File: src/rtl/cache_response_generator_if.sv
// Response-path bundle between the cache response generator and its neighbours:
// request-issue side, cache response side and per-requestor delivery side.
interface cache_response_generator_if #(
  parameter int NUM_MEMORY_REQUESTOR = 2,
  parameter int ID_WIDTH             = (NUM_MEMORY_REQUESTOR > 1) ? $clog2(NUM_MEMORY_REQUESTOR) : 1,
  parameter int DATA_WIDTH           = 32,
  parameter int COUNT_WIDTH          = 4
);
  logic                            req_issue_valid;
  logic [ID_WIDTH-1:0]             req_issue_id;
  logic                            id_fifo_full;
  logic                            cache_resp_valid;
  logic [DATA_WIDTH-1:0]           cache_resp_data;
  logic                            cache_resp_in_ready;
  logic [NUM_MEMORY_REQUESTOR-1:0] mem_resp_valid;
  logic [DATA_WIDTH-1:0]           mem_resp_data;
  logic [NUM_MEMORY_REQUESTOR-1:0] mem_resp_ready;
  logic                            resp_done;
  logic [COUNT_WIDTH-1:0]          outstanding_count;
  logic                            error_overflow;
  logic                            error_underflow;

  modport master (
    output req_issue_valid, req_issue_id, cache_resp_valid, cache_resp_data, mem_resp_ready,
    input  id_fifo_full, cache_resp_in_ready, mem_resp_valid, mem_resp_data, resp_done,
           outstanding_count, error_overflow, error_underflow
  );

  modport slave (
    input  req_issue_valid, req_issue_id, cache_resp_valid, cache_resp_data, mem_resp_ready,
    output id_fifo_full, cache_resp_in_ready, mem_resp_valid, mem_resp_data, resp_done,
           outstanding_count, error_overflow, error_underflow
  );
endinterface

File: src/rtl/cache_response_generator.sv
// In-order cache response router: pairs each response with the oldest queued requestor ID.
// Response at cycle N is offered at N+2 and held until that requestor's ready; upstream throttled by id_fifo_full / cache_resp_in_ready.

// Generic FIFO with combinational head and occupancy count; caller never pushes when full.
module cache_response_generator_fifo #(
  parameter int WIDTH       = 32,
  parameter int DEPTH       = 8,
  parameter int COUNT_WIDTH = $clog2(DEPTH + 1)
) (
  input  logic                   ap_clk,
  input  logic                   areset,
  input  logic                   push,
  input  logic [WIDTH-1:0]       push_dat,
  input  logic                   pop,
  output logic [WIDTH-1:0]       head_dat,
  output logic [COUNT_WIDTH-1:0] count
);
  localparam int PTR_WIDTH = (DEPTH > 1) ? $clog2(DEPTH) : 1;

  logic [WIDTH-1:0]     mem [DEPTH];
  logic [PTR_WIDTH-1:0] wr_ptr;
  logic [PTR_WIDTH-1:0] rd_ptr;

  always_ff @(posedge ap_clk or posedge areset) begin
    if (areset) begin
      wr_ptr <= '0;
      rd_ptr <= '0;
      count  <= '0;
    end else begin
      if (push) wr_ptr <= wr_ptr + 1'b1;
      if (pop)  rd_ptr <= rd_ptr + 1'b1;
      case ({push, pop})
        2'b10:   count <= count + 1'b1;
        2'b01:   count <= count - 1'b1;
        default: count <= count;
      endcase
    end
  end

  always_ff @(posedge ap_clk) begin
    if (push) mem[wr_ptr] <= push_dat;
  end

  assign head_dat = mem[rd_ptr];
endmodule

module cache_response_generator #(
  parameter int NUM_MEMORY_REQUESTOR = 2,
  parameter int ID_WIDTH             = (NUM_MEMORY_REQUESTOR > 1) ? $clog2(NUM_MEMORY_REQUESTOR) : 1,
  parameter int DATA_WIDTH           = 32,
  parameter int FIFO_DEPTH           = 8,
  parameter int COUNT_WIDTH          = $clog2(FIFO_DEPTH + 1)
) (
  input logic                       ap_clk,
  input logic                       areset,
  cache_response_generator_if.slave bus
);
  typedef enum logic [1:0] {RESP_RESET, RESP_IDLE, RESP_SEND, RESP_DONE} resp_state_t;

  localparam logic [COUNT_WIDTH-1:0] DEPTH_FULL = COUNT_WIDTH'(FIFO_DEPTH);
  localparam logic [COUNT_WIDTH-1:0] DEPTH_M1   = COUNT_WIDTH'(FIFO_DEPTH - 1);

  resp_state_t                     state, state_nxt;
  logic [COUNT_WIDTH-1:0]          id_count, dat_count;
  logic [ID_WIDTH-1:0]             id_head, held_id;
  logic [DATA_WIDTH-1:0]           dat_head, held_dat;
  logic                            id_full_q, in_rdy_q, err_ovf_q, err_udf_q;
  logic                            id_push, dat_push, pop, hs, id_invalid;
  logic [NUM_MEMORY_REQUESTOR-1:0] held_onehot;

  assign id_push     = bus.req_issue_valid && !id_full_q;
  assign dat_push    = bus.cache_resp_valid && in_rdy_q;
  assign pop         = (state == RESP_IDLE || state == RESP_DONE) && id_count != '0 && dat_count != '0;
  assign held_onehot = NUM_MEMORY_REQUESTOR'(1) << held_id;
  assign hs          = (state == RESP_SEND) && !id_invalid && ((bus.mem_resp_ready & held_onehot) != '0);

  // An out-of-range ID can only exist when the requestor count is not a power of two.
  if ((1 << ID_WIDTH) != NUM_MEMORY_REQUESTOR) begin : g_id_check
    localparam logic [ID_WIDTH:0] NUM_REQ = (ID_WIDTH + 1)'(NUM_MEMORY_REQUESTOR);
    assign id_invalid = ({1'b0, held_id} >= NUM_REQ);
  end else begin : g_id_ok
    assign id_invalid = 1'b0;
  end

  cache_response_generator_fifo #(.WIDTH(ID_WIDTH), .DEPTH(FIFO_DEPTH), .COUNT_WIDTH(COUNT_WIDTH)) u_id_fifo (
    .ap_clk(ap_clk), .areset(areset), .push(id_push), .push_dat(bus.req_issue_id),
    .pop(pop), .head_dat(id_head), .count(id_count)
  );

  cache_response_generator_fifo #(.WIDTH(DATA_WIDTH), .DEPTH(FIFO_DEPTH), .COUNT_WIDTH(COUNT_WIDTH)) u_dat_fifo (
    .ap_clk(ap_clk), .areset(areset), .push(dat_push), .push_dat(bus.cache_resp_data),
    .pop(pop), .head_dat(dat_head), .count(dat_count)
  );

  always_ff @(posedge ap_clk or posedge areset) begin
    if (areset) begin
      id_full_q <= 1'b0;
      in_rdy_q  <= 1'b0;
      err_ovf_q <= 1'b0;
      err_udf_q <= 1'b0;
    end else begin
      id_full_q <= (id_count == DEPTH_FULL && !pop) || (id_count == DEPTH_M1 && id_push && !pop);
      // Ready ignores a same-cycle pop, so it can never admit a push into a full FIFO.
      in_rdy_q  <= (dat_count < DEPTH_M1) || (dat_count == DEPTH_M1 && !dat_push);
      if ((bus.req_issue_valid && id_full_q) || (state == RESP_SEND && id_invalid)) err_ovf_q <= 1'b1;
      if (dat_push && id_count == '0 && !id_push) err_udf_q <= 1'b1;
    end
  end

  always_ff @(posedge ap_clk or posedge areset) begin
    if (areset) begin
      held_id  <= '0;
      held_dat <= '0;
    end else if (pop) begin
      held_id  <= id_head;
      held_dat <= dat_head;
    end
  end

  always_ff @(posedge ap_clk or posedge areset) begin
    if (areset) state <= RESP_RESET;
    else        state <= state_nxt;
  end

  always_comb begin
    state_nxt = state;
    case (state)
      RESP_RESET: state_nxt = RESP_IDLE;
      RESP_IDLE:  if (pop) state_nxt = RESP_SEND;
      RESP_SEND:  if (hs || id_invalid) state_nxt = RESP_DONE;
      RESP_DONE:  state_nxt = pop ? RESP_SEND : RESP_IDLE;
      default:    state_nxt = RESP_IDLE;
    endcase
  end

  always_comb begin
    bus.mem_resp_valid = '0;
    bus.mem_resp_data  = '0;
    bus.resp_done      = 1'b0;
    if (state == RESP_SEND && !id_invalid) begin
      bus.mem_resp_valid = held_onehot;
      bus.mem_resp_data  = held_dat;
    end
    if (state == RESP_DONE) bus.resp_done = 1'b1;
  end

  assign bus.id_fifo_full        = id_full_q;
  assign bus.cache_resp_in_ready = in_rdy_q;
  assign bus.outstanding_count   = id_count;
  assign bus.error_overflow      = err_ovf_q;
  assign bus.error_underflow     = err_udf_q;
endmodule

File: src/flat_wrapper.sv
// flat-port wrapper written by rule: the top's interface ports become plain ports
module cache_response_generator_flat 
#(
  parameter int NUM_MEMORY_REQUESTOR = 2,
  parameter int ID_WIDTH             = (NUM_MEMORY_REQUESTOR > 1) ? $clog2(NUM_MEMORY_REQUESTOR) : 1,
  parameter int DATA_WIDTH           = 32,
  parameter int FIFO_DEPTH           = 8,
  parameter int COUNT_WIDTH          = $clog2(FIFO_DEPTH + 1)
)
  (ap_clk, areset, bus_req_issue_valid, bus_req_issue_id, bus_cache_resp_valid, bus_cache_resp_data, bus_mem_resp_ready, bus_id_fifo_full, bus_cache_resp_in_ready, bus_mem_resp_valid, bus_mem_resp_data, bus_resp_done, bus_outstanding_count, bus_error_overflow, bus_error_underflow);
  cache_response_generator_if #(.NUM_MEMORY_REQUESTOR(NUM_MEMORY_REQUESTOR), .ID_WIDTH(ID_WIDTH), .DATA_WIDTH(DATA_WIDTH), .COUNT_WIDTH(COUNT_WIDTH)) bus_i ();
  input logic ap_clk;
  input logic areset;
  input wire logic [$bits(bus_i.req_issue_valid)-1:0] bus_req_issue_valid;
  input wire logic [$bits(bus_i.req_issue_id)-1:0] bus_req_issue_id;
  input wire logic [$bits(bus_i.cache_resp_valid)-1:0] bus_cache_resp_valid;
  input wire logic [$bits(bus_i.cache_resp_data)-1:0] bus_cache_resp_data;
  input wire logic [$bits(bus_i.mem_resp_ready)-1:0] bus_mem_resp_ready;
  output wire logic [$bits(bus_i.id_fifo_full)-1:0] bus_id_fifo_full;
  output wire logic [$bits(bus_i.cache_resp_in_ready)-1:0] bus_cache_resp_in_ready;
  output wire logic [$bits(bus_i.mem_resp_valid)-1:0] bus_mem_resp_valid;
  output wire logic [$bits(bus_i.mem_resp_data)-1:0] bus_mem_resp_data;
  output wire logic [$bits(bus_i.resp_done)-1:0] bus_resp_done;
  output wire logic [$bits(bus_i.outstanding_count)-1:0] bus_outstanding_count;
  output wire logic [$bits(bus_i.error_overflow)-1:0] bus_error_overflow;
  output wire logic [$bits(bus_i.error_underflow)-1:0] bus_error_underflow;
  assign bus_i.req_issue_valid = bus_req_issue_valid;
  assign bus_i.req_issue_id = bus_req_issue_id;
  assign bus_i.cache_resp_valid = bus_cache_resp_valid;
  assign bus_i.cache_resp_data = bus_cache_resp_data;
  assign bus_i.mem_resp_ready = bus_mem_resp_ready;
  assign bus_id_fifo_full = bus_i.id_fifo_full;
  assign bus_cache_resp_in_ready = bus_i.cache_resp_in_ready;
  assign bus_mem_resp_valid = bus_i.mem_resp_valid;
  assign bus_mem_resp_data = bus_i.mem_resp_data;
  assign bus_resp_done = bus_i.resp_done;
  assign bus_outstanding_count = bus_i.outstanding_count;
  assign bus_error_overflow = bus_i.error_overflow;
  assign bus_error_underflow = bus_i.error_underflow;
  cache_response_generator #(.NUM_MEMORY_REQUESTOR(NUM_MEMORY_REQUESTOR), .ID_WIDTH(ID_WIDTH), .DATA_WIDTH(DATA_WIDTH), .FIFO_DEPTH(FIFO_DEPTH), .COUNT_WIDTH(COUNT_WIDTH)) u_core (.ap_clk(ap_clk), .areset(areset), .bus(bus_i));
endmodule
File: config.mk
export PLATFORM = sky130hd
export DESIGN_NAME = cache_response_generator_flat
export DESIGN_NICKNAME = d
export VERILOG_FILES = /design/src/rtl/cache_response_generator_if.sv /design/src/rtl/cache_response_generator.sv /design/src/flat_wrapper.sv
export SDC_FILE = /design/constraint.sdc
export NUM_CORES = 1
export LEC_CHECK = 0
export ABC_AREA = 0
export CAP_MARGIN = 5
export CORE_MARGIN = 2
export CORE_UTILIZATION = 30
export CTS_CLUSTER_DIAMETER = 120
export CTS_CLUSTER_SIZE = 20
export DETAILED_ROUTE_END_ITERATION = 16
export PLACE_DENSITY = 0.45
export SYNTH_ARGS = -nofsm -noshare
export SYNTH_HDL_FRONTEND = slang
export SYNTH_HIERARCHICAL = 1
export SYNTH_SLANG_ARGS = --single-unit
File: constraint.sdc
create_clock -name ap_clk -period 3.7 [get_ports ap_clk]
set_input_delay 0.74 -clock ap_clk [delete_from_list [all_inputs] [get_ports ap_clk]]
set_output_delay 0.74 -clock ap_clk [all_outputs]
set_load 0.005 [all_outputs]
==> results.txt <==
----------------------------------------------------
[Critical path]
  Largest incremental delay on the critical path ... 610 ps
  Buffering stage count on the worst path with inverters included ... 2
  Crit start category ... flip-flop
  Worst Path Required ... 2960 ps
  Setup slack of the most critical reg-to-reg path ... 930 ps
  Data arrival at the endpoint of the critical path ... 2290 ps
  Worst setup EP type ... output port
  CP top delay family ... buffers and inverters
  R2r worst-path depth ... 7
  Start of the worst register-to-register path ... u_core/u_dat_fifo/count[1]$_DFFE_PP0P_
  Worst flop-to-flop path endpoint ... u_core/u_dat_fifo/count[3]$_DFFE_PP0P_
  Ordered list of cells on the worst path ... nor2b_4 > buf_4 > and2_1 > clkdlybuf4s50_1
  Cell with the biggest individual delay on the critical path ... sky130_fd_sc_hd__clkdlybuf4s50_1
  Critical path peak fanout ... 11
  Start-to-end type of the worst setup path ... flip-flop to output port

[Floorplanning]
  Core Rows ... 76
  Die span in x ... 211.5 um
  Area of the core ... 42790 um^2
  Area enclosed by the die boundary ... 44740 um^2
  Top-level I/O count ... 82
  Y dimension of the die ... 211.5 um
  Starting density of the core ... 0.3019

[Timing]
  TNS Setup ... 0 ps
  Clock period minus final worst setup slack ... 3026 ps
  Fin worst setup slack ... 673.7 ps
  Fin Clk Skew ... 27.35 ps
  Final Hold Violating Endpoints ... 0
  Setup violation total in the final timing report ... 0
  Number of max-slew violations in the final report ... 0
  Worst Tran Pin Value ... 1086 ps
  Maximum clock frequency ... 0.3304 GHz
  Setup repair after global routing missed its margin ... false
  Crit share post-route ... 0.8179
  Max_slew headroom ... 0.2763

[Yosys]
  Number of enable flip-flop cells after synthesis ... 264
  Post-synthesis compound-gate area fraction ... 0.009588
  Yosys Warn Count ... 6
  Avg Cell Area, Syn ... 20.70 um^2
  Share of synthesized flip-flops with an asynchronous set or reset ... 0.1827
  Multiplexer fraction of the synthesized cell area ... 0.1869
  Simple-gate area share of the yosys netlist ... 0.03835
  Synthesized Nets ... 673
  Count of state elements after synthesis ... 323
  Adder-cell share of the synthesized area ... 0.009685
  Main flop type after synthesis ... sky130_fd_sc_hd__edfxtp_1
  Post-Synthesis Cell Area ... 12920 um^2
  XOR/XNOR share of the synthesized area ... 0.01085
  Number of unique standard cell types used by synthesis ... 43
  Combinational family with the most area after synthesis ... multiplexers
  Seq/Total Area, Yosys ... 0.7279
  Gate count of the mapped netlist ... 624

[Global route]
  Maximum number of pins on one net before global-route repair ... 67
  Wire length of the first global-routing pass ... 41390 um
  Antenna violations before repair ... 2
  GRT Residual Overflow ... 0
  Global-route total usage across every layer ... 0.1229
  Number of global-route vias before repair ... 6544

[Placed design]
  Setup Slack @ Placement ... 720.9 ps
  Placer Congestion ... 0.6975
  DP Cell Count ... 1250
  Half-perimeter wire length of the detailed placement result ... 16320 um
  Number of buffers inserted by port buffering ... 81

[Clocking]
  Post CTS Setup Buffer Count ... 0
  Number of instances resized during post-cts repair ... 0
  Buffer depth of the longest clock path ... 3
  Clock slew at the register clock pins of the worst setup and hold paths ... 80 ps
  Clock tree from TritonCTS ... yes
  Number of buffers inserted during clock tree synthesis ... 20
  Clock network latency to the later pin of the worst-skew pair ... 530 ps
  Hold-fix buffers, CTS ... 0
  Clock H-tree levels ... 1
  CTS root buf ... sky130_fd_sc_hd__clkbuf_16
  Number of sinks on the clock net ... 323

[Drt]
  Remaining design rule violation count ... 0
  Final routed wire length divided by cell count ... 21.16 um
  Via density per instance ... 4.709
  Drt first-iter violations ... 314
  Final antenna-violating net count ... 0
  Count of vias placed by the detailed router ... 6051
  First-pass detailed-route iteration total ... 7
  Total routed wirelength ... 27190 um

[Cells and area]
  FILL cells ... 3988
  Fraction of final layout cells with drive strength greater than 1 ... 0.2436
  Non-filler instance count after layout ... 1285
  Antenna diode instance count ... 0
  Area growth, synth to finish ... 16.99%
  Number of nets in the layout ... 775
  Most common library cell in the layout ignoring fill and taps ... sky130_fd_sc_hd__edfxtp_1
  Commonest cells after routing, fill and taps aside ... sky130_fd_sc_hd__edfxtp_1, sky130_fd_sc_hd__clkdlybuf4s50_1, sky130_fd_sc_hd__mux2_2

[Power]
  Part of the power in registers ... 0.472
  Net Sw Power ... 0.003454 W
  Static leakage power ... 5.025 nW
  Cell-internal power ... 0.008001 W
  IR drop worst, VDD ... 0.3652 mV
  Switching share of power ... 0.3015
  Combinational share of power ... 0.329
  Clock group share of total power ... 0.198
  Total power per unit cell area ... 758.0 nW/um^2

[Flow run]
  Max Cap Violations ... 0

[Worst hold path]
  Worst Hold Depth ... 1
  Worst min-delay path class ... flip-flop to flip-flop
  Hold Path End ... u_core/bus.error_overflow$_DFFE_PP0P_
  Start point of the worst min-delay path ... u_core/bus.error_overflow$_DFFE_PP0P_

[Status]
  Result of the run ... finished clean

----------------------------------------------------
[stage by stage]
step / utilization / area [um^2] / hold WS [ps] / total power [W]
after CTS: 0.3532 / 15110 / 464.8 / 0.01168
after floorplan: - / 12930 / 451.0 / 0.007912
after global routing: 0.3532 / 15110 / 491.6 / 0.01210
after global placement: 0.3390 / 14510 / 444.1 / 0.009243
after detailed placement: 0.3390 / 14510 / 445.8 / 0.009367
final: 0.3532 / 15110 / 461.0 / 0.01146
[cell usage after synthesis, types with 2 or more instances]
cell type                  count  area, um^2
sky130_fd_sc_hd__inv_1         7       26.28
sky130_fd_sc_hd__clkbuf_1     11       41.29
sky130_fd_sc_hd__nor3_1        5       25.02
sky130_fd_sc_hd__edfxtp_1    264        7928
sky130_fd_sc_hd__a21o_1        3       22.52
sky130_fd_sc_hd__buf_12        2       40.04
sky130_fd_sc_hd__mux2_2       68       765.7
sky130_fd_sc_hd__mux2_4        4       60.06
sky130_fd_sc_hd__xnor2_1       7       61.31
sky130_fd_sc_hd__and2_1       35       219.0
sky130_fd_sc_hd__buf_8         2       30.03
sky130_fd_sc_hd__ha_1         10       125.1
sky130_fd_sc_hd__mux4_1       22       578.1
sky130_fd_sc_hd__nor2_1       14       52.55
sky130_fd_sc_hd__mux4_2       44       991.0
sky130_fd_sc_hd__buf_6         5       56.30
sky130_fd_sc_hd__nand2b_1      6       37.54
sky130_fd_sc_hd__nand2_1       9       33.78
sky130_fd_sc_hd__buf_2         2       10.01
sky130_fd_sc_hd__nor2b_1       9       56.30
sky130_fd_sc_hd__buf_1         3       11.26
sky130_fd_sc_hd__a21oi_1       4       20.02
sky130_fd_sc_hd__mux2i_1       2       20.02
sky130_fd_sc_hd__xor2_1        9       78.83
sky130_fd_sc_hd__dfrtp_1      59        1476
[registers in the layout, summed over array words and instances, names as in the netlist, 2 cells and up]
| register | count |
|---|---|
| u_core/u_id_fifo/count | 4 |
| u_core/state | 2 |
| u_core/u_dat_fifo/mem | 256 |
| u_core/u_id_fifo/mem | 8 |
| u_core/u_id_fifo/wr_ptr | 3 |
| u_core/held_dat | 32 |
| u_core/u_dat_fifo/count | 4 |
| u_core/u_dat_fifo/rd_ptr | 3 |
| u_core/u_id_fifo/rd_ptr | 3 |
| u_core/u_dat_fifo/wr_ptr | 3 |
[worst max path at each step]
stage	startpoint	endpoint	slack, ps	cells after the start
global placement	bus_cache_resp_valid	u_core/u_dat_fifo/count[3]$_DFFE_PP0P_	760	7
CTS	u_core/state[0]$_DFFE_PP0P_	bus_mem_resp_data[17]	590	4
detailed placement	bus_cache_resp_valid	u_core/u_dat_fifo/count[3]$_DFFE_PP0P_	720	7
global route	u_core/state[0]$_DFFE_PP0P_	bus_mem_resp_data[17]	530	4
finish	u_core/state[0]$_DFFE_PP0P_	bus_mem_resp_data[31]	670	4
floorplan	bus_cache_resp_valid	u_core/u_dat_fifo/mem[6][0]$_DFFE_PP_	760	3
[routing by layer]
| metal | global-route usage | wire [um] | vias to the layer above |
|---|---|---|---|
| li1 | - | - | 2695 |
| met4 | 0.02453 | 501 | 2 |
| met5 | 0 | 9 | - |
| met1 | 0.1688 | 12480 | 3226 |
| met3 | 0.01632 | 859 | 28 |
| met2 | 0.2098 | 13340 | 100 |
[kinds of logic (layout without fill, tap and decap cells)]
group                      after synthesis  count (layout)
buffers and inverters                   32             147
adders and majority gates               10              10
muxes                                  140             140
and+or+nand+nor                         87              87
xor gates and xnor gates                16              16
DFF                                    323             323
AOI/OAI and AO/OA                       16              16
[worst register-to-register path: stages, from the launching register on]
cell and delay [ps]:
sky130_fd_sc_hd__dfrtp_1 510, sky130_fd_sc_hd__o41ai_2 170, sky130_fd_sc_hd__nor2_4 180, sky130_fd_sc_hd__buf_4 400
sky130_fd_sc_hd__ha_1 350, sky130_fd_sc_hd__or3b_1 390, sky130_fd_sc_hd__a2111oi_0 460, sky130_fd_sc_hd__o221ai_1 170
[power groups by stage]
stage / Sequential, W / Combinational, W / Clock (W)
floorplan: 0.00501 / 0.00291 / 0
global placement: 0.00548 / 0.00376 / 0
detailed placement: 0.00553 / 0.00384 / 0
CTS: 0.00545 / 0.00386 / 0.00237
global route: 0.00553 / 0.00408 / 0.00249
finish: 0.00541 / 0.00377 / 0.00227
[final cells by class]
type / instances / area, um^2 / share of cell area
multi-input combinational: 269 / 3379 / 0.2236
sequential: 323 / 9413 / 0.6228
tap: 546 / 683.2 / 0.04520
inverter: 7 / 26.28 / 0.001739
timing repair buffer: 105 / 1003 / 0.06640
clock inverter: 3 / 62.56 / 0.004139
clock buffer: 32 / 545.5 / 0.03610
Note: power is estimated with default switching activity, not from simulation.
